<file path="config.mk">
export PLATFORM = sky130hd
export DESIGN_NAME = fifo_1r1w_rolly
export DESIGN_NICKNAME = d
export VERILOG_FILES = /design/src/rtl/fifo_1r1w_rolly_pkg.sv /design/src/rtl/fifo_rolly_ptr_tracker.sv /design/src/rtl/fifo_1r1w_rolly.sv
export SDC_FILE = /design/constraint.sdc
export NUM_CORES = 1
export LEC_CHECK = 0
export CORE_ASPECT_RATIO = 0.8
export CORE_MARGIN = 1
export CORE_UTILIZATION = 46
export DETAILED_ROUTE_END_ITERATION = 8
export HOLD_SLACK_MARGIN = 0.12
export PLACE_DENSITY = 0.76
export RECOVER_POWER = 25
export SYNTH_ARGS = -nofsm -noshare
export SYNTH_HDL_FRONTEND = slang
export SYNTH_SLANG_ARGS = --single-unit
</file>
<file path="constraint.sdc">
create_clock -name clk_i -period 5.6 [get_ports clk_i]
set_input_delay 0.84 -clock clk_i [delete_from_list [all_inputs] [get_ports clk_i]]
set_output_delay 0.84 -clock clk_i [all_outputs]
set_load 0.02 [all_outputs]
</file>
<file path="src/rtl/fifo_1r1w_rolly_pkg.sv">
// Shared types for the rollback FIFO slice.
//   rd_op_e : read-pointer update selected each cycle by the pointer tracker.
package fifo_1r1w_rolly_pkg;

  typedef enum logic [1:0] {
    RD_STEP    = 2'd0,  // rptr advances by the speculative dequeue (or holds)
    RD_REWIND  = 2'd1,  // rptr returns to the committed pointer
    RD_FORWARD = 2'd2,  // committed pointer catches up with the stepped rptr
    RD_CLEAR   = 2'd3   // both read pointers jump to the write pointer
  } rd_op_e;

endpackage

</file>
<file path="src/rtl/fifo_rolly_ptr_tracker.sv">
// Pointer bookkeeping for fifo_1r1w_rolly.
// Holds the write pointer, the speculative read pointer and the committed
// read pointer (each lg_size_p+1 bits, MSB is the wrap bit) and derives
// full/empty from them.
// Ports:
//   clk_i, reset_i   : clock, asynchronous active-high reset
//   clr_i            : discard all entries (read pointers jump to wptr)
//   incr_w_i         : accepted enqueue, advances wptr
//   incr_r_i         : speculative dequeue, advances rptr
//   rewind_i         : rptr returns to rcptr
//   forward_i        : rcptr (and rptr) move to the stepped rptr
//   waddr_o, raddr_o : storage indices for write / speculative read
//   full_o, empty_o  : occupancy flags, from registered pointers only
module fifo_rolly_ptr_tracker
  import fifo_1r1w_rolly_pkg::*;
#(
  parameter int unsigned lg_size_p = 2
) (
  input  logic                 clk_i,
  input  logic                 reset_i,
  input  logic                 clr_i,
  input  logic                 incr_w_i,
  input  logic                 incr_r_i,
  input  logic                 rewind_i,
  input  logic                 forward_i,
  output logic [lg_size_p-1:0] waddr_o,
  output logic [lg_size_p-1:0] raddr_o,
  output logic                 full_o,
  output logic                 empty_o
);

  localparam int unsigned ptr_w = lg_size_p + 1;
  localparam logic [ptr_w-1:0] size_lp = ptr_w'(1) << lg_size_p;

  logic [ptr_w-1:0] wptr;
  logic [ptr_w-1:0] rptr;
  logic [ptr_w-1:0] rcptr;
  logic [ptr_w-1:0] rptr_n;
  logic [ptr_w-1:0] used;
  rd_op_e           rd_op;

  assign rptr_n = rptr + ptr_w'(incr_r_i);

  // Forward wins over rewind: deq then roll lands on the freshly committed
  // point, which is the same as a plain commit.
  always_comb begin
    rd_op = RD_STEP;
    if (clr_i)          rd_op = RD_CLEAR;
    else if (forward_i) rd_op = RD_FORWARD;
    else if (rewind_i)  rd_op = RD_REWIND;
  end

  always_ff @(posedge clk_i or posedge reset_i) begin
    if (reset_i) begin
      wptr  <= '0;
      rptr  <= '0;
      rcptr <= '0;
    end else begin
      wptr <= wptr + ptr_w'(incr_w_i);
      unique case (rd_op)
        RD_CLEAR: begin
          rptr  <= wptr;
          rcptr <= wptr;
        end
        RD_FORWARD: begin
          rptr  <= rptr_n;
          rcptr <= rptr_n;
        end
        RD_REWIND: rptr <= rcptr;
        default:   rptr <= rptr_n;
      endcase
    end
  end

  // Capacity is measured from the committed pointer: speculatively read
  // entries still hold their slots until committed.
  assign used    = wptr - rcptr;
  assign full_o  = (used == size_lp);
  assign empty_o = (rptr == wptr);
  assign waddr_o = wptr[lg_size_p-1:0];
  assign raddr_o = rptr[lg_size_p-1:0];

endmodule

</file>
<file path="src/rtl/fifo_1r1w_rolly.sv">
// Single-clock 1R1W FIFO with a rollback-capable read side.
// The consumer dequeues speculatively (yumi_i), then commits (deq_v_i) or
// replays (roll_v_i) those entries; clr_v_i discards everything queued.
// Ports:
//   clk_i, reset_i : clock, asynchronous active-high reset
//   clr_v_i        : drop all entries present at the start of the cycle
//   deq_v_i        : commit all speculative dequeues
//   roll_v_i       : rewind the read pointer to the last commit point
//   data_i, v_i    : enqueue data / valid
//   ready_o        : enqueue ready (~full)
//   data_o, v_o    : head entry at the speculative read pointer / ~empty
//   yumi_i         : speculative dequeue, legal only while v_o=1
module fifo_1r1w_rolly #(
  parameter int unsigned width_p   = 32,
  parameter int unsigned lg_size_p = 2,
  parameter int unsigned harden_p  = 1
) (
  input  logic               clk_i,
  input  logic               reset_i,
  input  logic               clr_v_i,
  input  logic               deq_v_i,
  input  logic               roll_v_i,
  input  logic [width_p-1:0] data_i,
  input  logic               v_i,
  output logic               ready_o,
  output logic [width_p-1:0] data_o,
  output logic               v_o,
  input  logic               yumi_i
);

  localparam int unsigned els_lp = 1 << lg_size_p;

  logic                 full;
  logic                 empty;
  logic                 enq;
  logic [lg_size_p-1:0] waddr;
  logic [lg_size_p-1:0] raddr;

  assign ready_o = ~full;
  assign v_o     = ~empty;
  assign enq     = v_i & ~full;

  fifo_rolly_ptr_tracker #(
    .lg_size_p(lg_size_p)
  ) ptr (
    .clk_i    (clk_i),
    .reset_i  (reset_i),
    .clr_i    (clr_v_i),
    .incr_w_i (enq),
    .incr_r_i (yumi_i),
    .rewind_i (roll_v_i),
    .forward_i(deq_v_i),
    .waddr_o  (waddr),
    .raddr_o  (raddr),
    .full_o   (full),
    .empty_o  (empty)
  );

  // Both branches share the block name and the array name so hierarchical
  // references resolve identically whichever storage is selected.
  if (harden_p != 0) begin : storage
    // 1r1w memory wrapper: synchronous write port, asynchronous read port.
    logic [width_p-1:0] mem [els_lp];

    always_ff @(posedge clk_i) begin
      if (enq) mem[waddr] <= data_i;
    end

    assign data_o = mem[raddr];
  end else begin : storage
    // Flop array: one enable per entry decoded from the write index.
    logic [width_p-1:0] mem [els_lp];

    always_ff @(posedge clk_i) begin
      for (int unsigned i = 0; i < els_lp; i++) begin
        if (enq && (waddr == lg_size_p'(i))) mem[i] <= data_i;
      end
    end

    assign data_o = mem[raddr];
  end

endmodule

</file>
After elaboration in Yosys (flattened, before gate mapping):

Memory sizes are Yosys's and may differ from the RTL's.
Index checks and enable logic that the tools add are counted.

* memory bits (writable): 128
* memories kept: 1
* bits in read-only memories: 0
* bits in registers: 9
* logic and storage cells: 23
* bits in latches: 0

* eq/ne operators: 5
* bitwise operators: 3
* $add $sub $neg: 3
* multiplexer cells: 7
* reductions and logical operators: 1
* multipliers: 0
* divide/modulo/power cells: 0
* magnitude comparators: 0
* shift-type cells: 0

Memories
* storage.mem: words 4, bits a word 32, read ports 1, clocked after Yosys merged registers in 0, wr ports 1, RTL line fifo_1r1w_rolly.sv:63 `logic [width_p-1:0] mem [els_lp];`

Operators with widths (number)
* $pmux 3 s2: 2
* $add 3x1->3: 2
* $eq 2x2->1 const B: 2
* $mux 2: 2
* $eq 3x3->1: 1
* $eq 3x3->1 const B: 1
* $mux 1: 3
* $sub 3x3->3: 1
* $eq 2x1->1 const B: 1
* $not 1->1: 2
* $reduce_bool 2->1: 1
* $and 1x1->1: 1

Depth between registers and ports, before layout:

* depth after elaboration: 6
* gate-level depth with buffers: 8

Hierarchy:

From an unflattened synthesis, not the netlist that was laid out.

* cell total of the unflattened synthesis: 228
* area total of the unflattened synthesis: 5263.8 µm²

Modules (own cells, without submodules)
* fifo_1r1w_rolly: times used 1, sequential area each 3843.7 µm², cells an instance 174, area an instance 4710.8 µm²
* fifo_rolly_ptr_tracker: times used 1, sequential area each 225.2 µm², cells an instance 54, area an instance 553.0 µm²

Worst setup path before layout:

OpenSTA, ideal clock, no wires.

* kind: reg2reg
* start point: reg ptr.wptr[0]
* end point: mem storage.mem[0][0] (enable)
* buffers on the path: 0
* data arrival time: 3501 ps
* required time: 5120 ps
* library setup time: 480 ps
* stages on the path, launching flop included: 4
* setup slack: 1619 ps
* period minus slack after synthesis: 3981 ps
* cell sequence: dfrtp_1 -> inv_1 -> ha_1 -> a311oi_1

* longest elaborated chain between the ends: 6

RTL lines
* from (decl): RTL line fifo_rolly_ptr_tracker.sv:35 `logic [ptr_w-1:0] wptr;`
* from (signal assigned): RTL line fifo_rolly_ptr_tracker.sv:59 `wptr <= wptr + ptr_w'(incr_w_i);`
* $sub 3x3->3: RTL line fifo_rolly_ptr_tracker.sv:77 `assign used = wptr - rcptr;`
* $eq 3x3->1: RTL line fifo_rolly_ptr_tracker.sv:78 `assign full_o = (used == size_lp);`
* $not 1->1: RTL line fifo_1r1w_rolly.sv:41 `assign enq = v_i & ~full;`
* $and 1x1->1: RTL line fifo_1r1w_rolly.sv:41
* $mux 1: RTL line fifo_1r1w_rolly.sv:66 `if (enq) mem[waddr] <= data_i;`
* $mux 1 (not written as such): RTL line fifo_1r1w_rolly.sv:66
* to (decl): RTL line fifo_1r1w_rolly.sv:63

Parallel ways exist; a longest one is shown, timed or not.

Worst setup path in the final report:

* start point: reg ptr.rptr[0]
* end point: out data_o[18]

* longest elaborated chain between the ends: 1

RTL lines
* from (decl): RTL line fifo_rolly_ptr_tracker.sv:36 `logic [ptr_w-1:0] rptr;`
* from (signal assigned): RTL line fifo_rolly_ptr_tracker.sv:62 `rptr <= wptr;`
* from (signal assigned): RTL line fifo_rolly_ptr_tracker.sv:66 `rptr <= rptr_n;`
* from (signal assigned): RTL line fifo_rolly_ptr_tracker.sv:69 `RD_REWIND: rptr <= rcptr;`
* $mem_v2 4x32
* to (decl): RTL line fifo_1r1w_rolly.sv:26 `output logic [width_p-1:0] data_o,`

No other way between the ends.

==> impl_metrics.tcl <==
set metrics [dict create \
    status "complete, no violations" \
    cts_resized 0 \
    rsz0062_at_grt "no" \
    drtAntennaViolNets 0 \
    htreeDepth 4 \
    yosysTopAreaCellShare_pct 73.07 \
    yosysSeqAreaShare_pct 77.35 \
    clk_pin_slew_worst_paths_ns 0.05 \
    synthCells 222 \
    post-route-drc-count 0 \
    core_um2 11020 \
    ys.flop_type "edfxtp_1" \
    grt_pass1_wl_mm 13.89 \
    root_buffer "clkbuf_16" \
    drive_above_1_share_pct 16.51 \
    vias_per_cell 5.285 \
    drt_iter0_markers 146 \
    cts_hold_buf 0 \
    finalMaxSlewViolations 0 \
    initial_utilization_pct 47.74 \
    worstPathRequired_ns 4.76 \
    overflow 0 \
    finalHoldViolations 0 \
    route.vias.total 2468 \
    nets 354 \
    worstHoldPathCells 1 \
    ios 73 \
    arrival_ns 2.75 \
    yosysWarningCount 0 \
    synthesis.nets 267 \
    setup_viol 0 \
    grt_max_degree 35 \
    final_cells 467 \
    synth.avg_cell_area_um2 23.69 \
    design_area_um2 6723 \
    totalWireLength_mm 8.881 \
    postCtsSetupRepairBufs 0 \
    final_core_util_pct 61.02 \
    die_x_um 121.6 \
    worstSetupPathType "flop to output pin" \
    worstPathCellList "mux4_1 -> clkdlybuf4s50_1" \
    r2r_setup_slack_ns 2.75 \
    yosysTopAreaCell "edfxtp_1" \
    dp_cells 434 \
    ir_drop_uv 327.0 \
    fill_cells 784 \
    holdCritStartpoint "ptr.wptr[2]" \
    synth_enable_flop_cells 128 \
    dr.pass1.iters 4 \
    yosys.cell_types.count 22 \
    syn-cell-area_um2 5260 \
    antenna_found_initial 2 \
    p_total_mw 3.786 \
    maxCapViolations 0 \
    synth-seq-cells 137 \
    hold_class "flop to flop" \
    numPortBuffers 72 \
    holdPathEnd "ptr.wptr[2]" \
    critPathMaxFanout 34 \
    worst_path_largest_cell_delay_ns 1.05 \
    wl_per_cell_um 19.02 \
    synth_area_leaders "edfxtp_1 73%, mux4_1 8.0%, mux4_2 6.9%" \
    crit_path_end_kind "output pin" \
    dieArea_um2 11870 \
    cellPowerDensity_nw_per_um2 563.2 \
    leakagePower_nw 2.309 \
    final.setup.tns_ns 0 \
    tightest_slew_ns 1.072 \
    clkLatencyLatePin_ns 0.41 \
    gp_congestion 0.6978 \
    r2r_cells 5 \
    rr_startpoint "ptr.wptr[1]" \
    hpwl_mm 5.269 \
    fin_crit_sh_pct 64.17 \
    first_global_vias 2553 \
    fmax_mhz 278.3 \
    layout_setup_ws_ns 2.006 \
    postSynth.asyncResetShare_pct 6.569 \
    slowest_stage "dfrtp_2" \
    start_kind "flop" \
    whs_ns 0.5913 \
    fin_crit_ns 3.594 \
    grt.total_usage_pct 16.87 \
    r2r-end "storage.mem[0][14]" \
    cts.sinks 137 \
    cts_buffers 17 \
    cts_tree "yes" \
    dpl-instance-area_um2 6200 \
    area_growth_pct 27.81 \
    row_count 34 \
    cts_max_path_buffers 2 \
    die_h_um 97.65 \
    skew_ns 0.009368 \
    dp_slack_ns 2.366 \
    slew_headroom_pct 28.56 \
]
kinds of logic (layout without fill, tap and decap cells):
| group | after synthesis | in the layout | share of synthesized area [%] |
|---|---|---|---|
| adders and majority gates | 6 | 6 | 1.427 |
| DFF | 137 | 137 | 77.36 |
| AOI/OAI and AO/OA | 11 | 11 | 1.356 |
| other | 0 | 2 | 0 |
| muxes | 38 | 38 | 15.98 |
| buffers and inverters | 14 | 113 | 1.641 |
| and+or+nand+nor | 9 | 9 | 0.7852 |
| xor gates and xnor gates | 7 | 7 | 1.451 |
registers in the layout, indices dropped and copies added (netlist names):
register     count
ptr.rcptr        3
storage.mem    128
ptr.rptr         3
ptr.wptr         3
worst max-delay path by stage:
stage,start,slack [ns],depth (start not counted),end
5_1_grt,ptr.rptr[0],1.82,2,data_o[18]
3_5_place_dp,ptr.rptr[0],2.37,2,data_o[18]
4_1_cts,ptr.rptr[0],1.91,2,data_o[18]
3_3_place_gp,ptr.rptr[0],2.36,2,data_o[18]
6_report,ptr.rptr[0],2.01,2,data_o[18]
2_1_floorplan,ptr.wptr[0],1.62,3,storage.mem[0][0]
cell usage in the layout (no fill, tap or decap), types with 3 or more instances in the layout:
master and n:
nand2_1 3, clkinv_1 4, buf_4 4, mux4_2 16, dfrtp_1 7, a21oi_1 4
mux4_1 16, clkinv_2 5, ha_1 6, dlygate4sd3_1 20, clkbuf_16 17, inv_1 6
mux2i_1 6, clkdlybuf4s50_1 52, xnor2_1 3, edfxtp_1 128, a311oi_4 4
power breakdown:
part	switching (mW)	total [mW]	internal [mW]
Sequential	0.178	1.58	1.40
Combinational	0.633	1.24	0.606
Clock	0.377	0.972	0.595
cells in the mapped netlist (4+ instances only):
library cell	number
ha_1	6
dfrtp_1	9
a21oi_1	4
mux4_1	16
edfxtp_1	128
inv_1	6
mux2i_1	6
a311oi_1	4
buf_6	4
mux4_2	16
final cells by class:
class                      count  area [µm²]  share of cell area (%)
sequential                   137        4071                   60.56
multi-input combinational     71        1175                   17.48
timing repair buffer          76       750.7                   11.17
clock buffer                  19       432.9                   6.440
tap                          144       180.2                   2.680
clock inverter                12       85.08                   1.266
inverter                       6       22.52                  0.3350
antenna                        2       5.005                 0.07445
metal layers:
layer,routed length [µm],global-route usage (%),vias up
li1,-,-,1124
met1,3779,20.81,1259
met2,4203,24.43,70
met3,767,8.862,15
met4,131,7.977,0
met5,0,0,-
worst max-delay path: cells and delay by family (launching register included):
kind	cells	cell delay (ns)
buffers and inverters	1	0.56
flip-flops	1	1.05
multiplexers	1	0.69
Power figures use the tool's default switching activity.
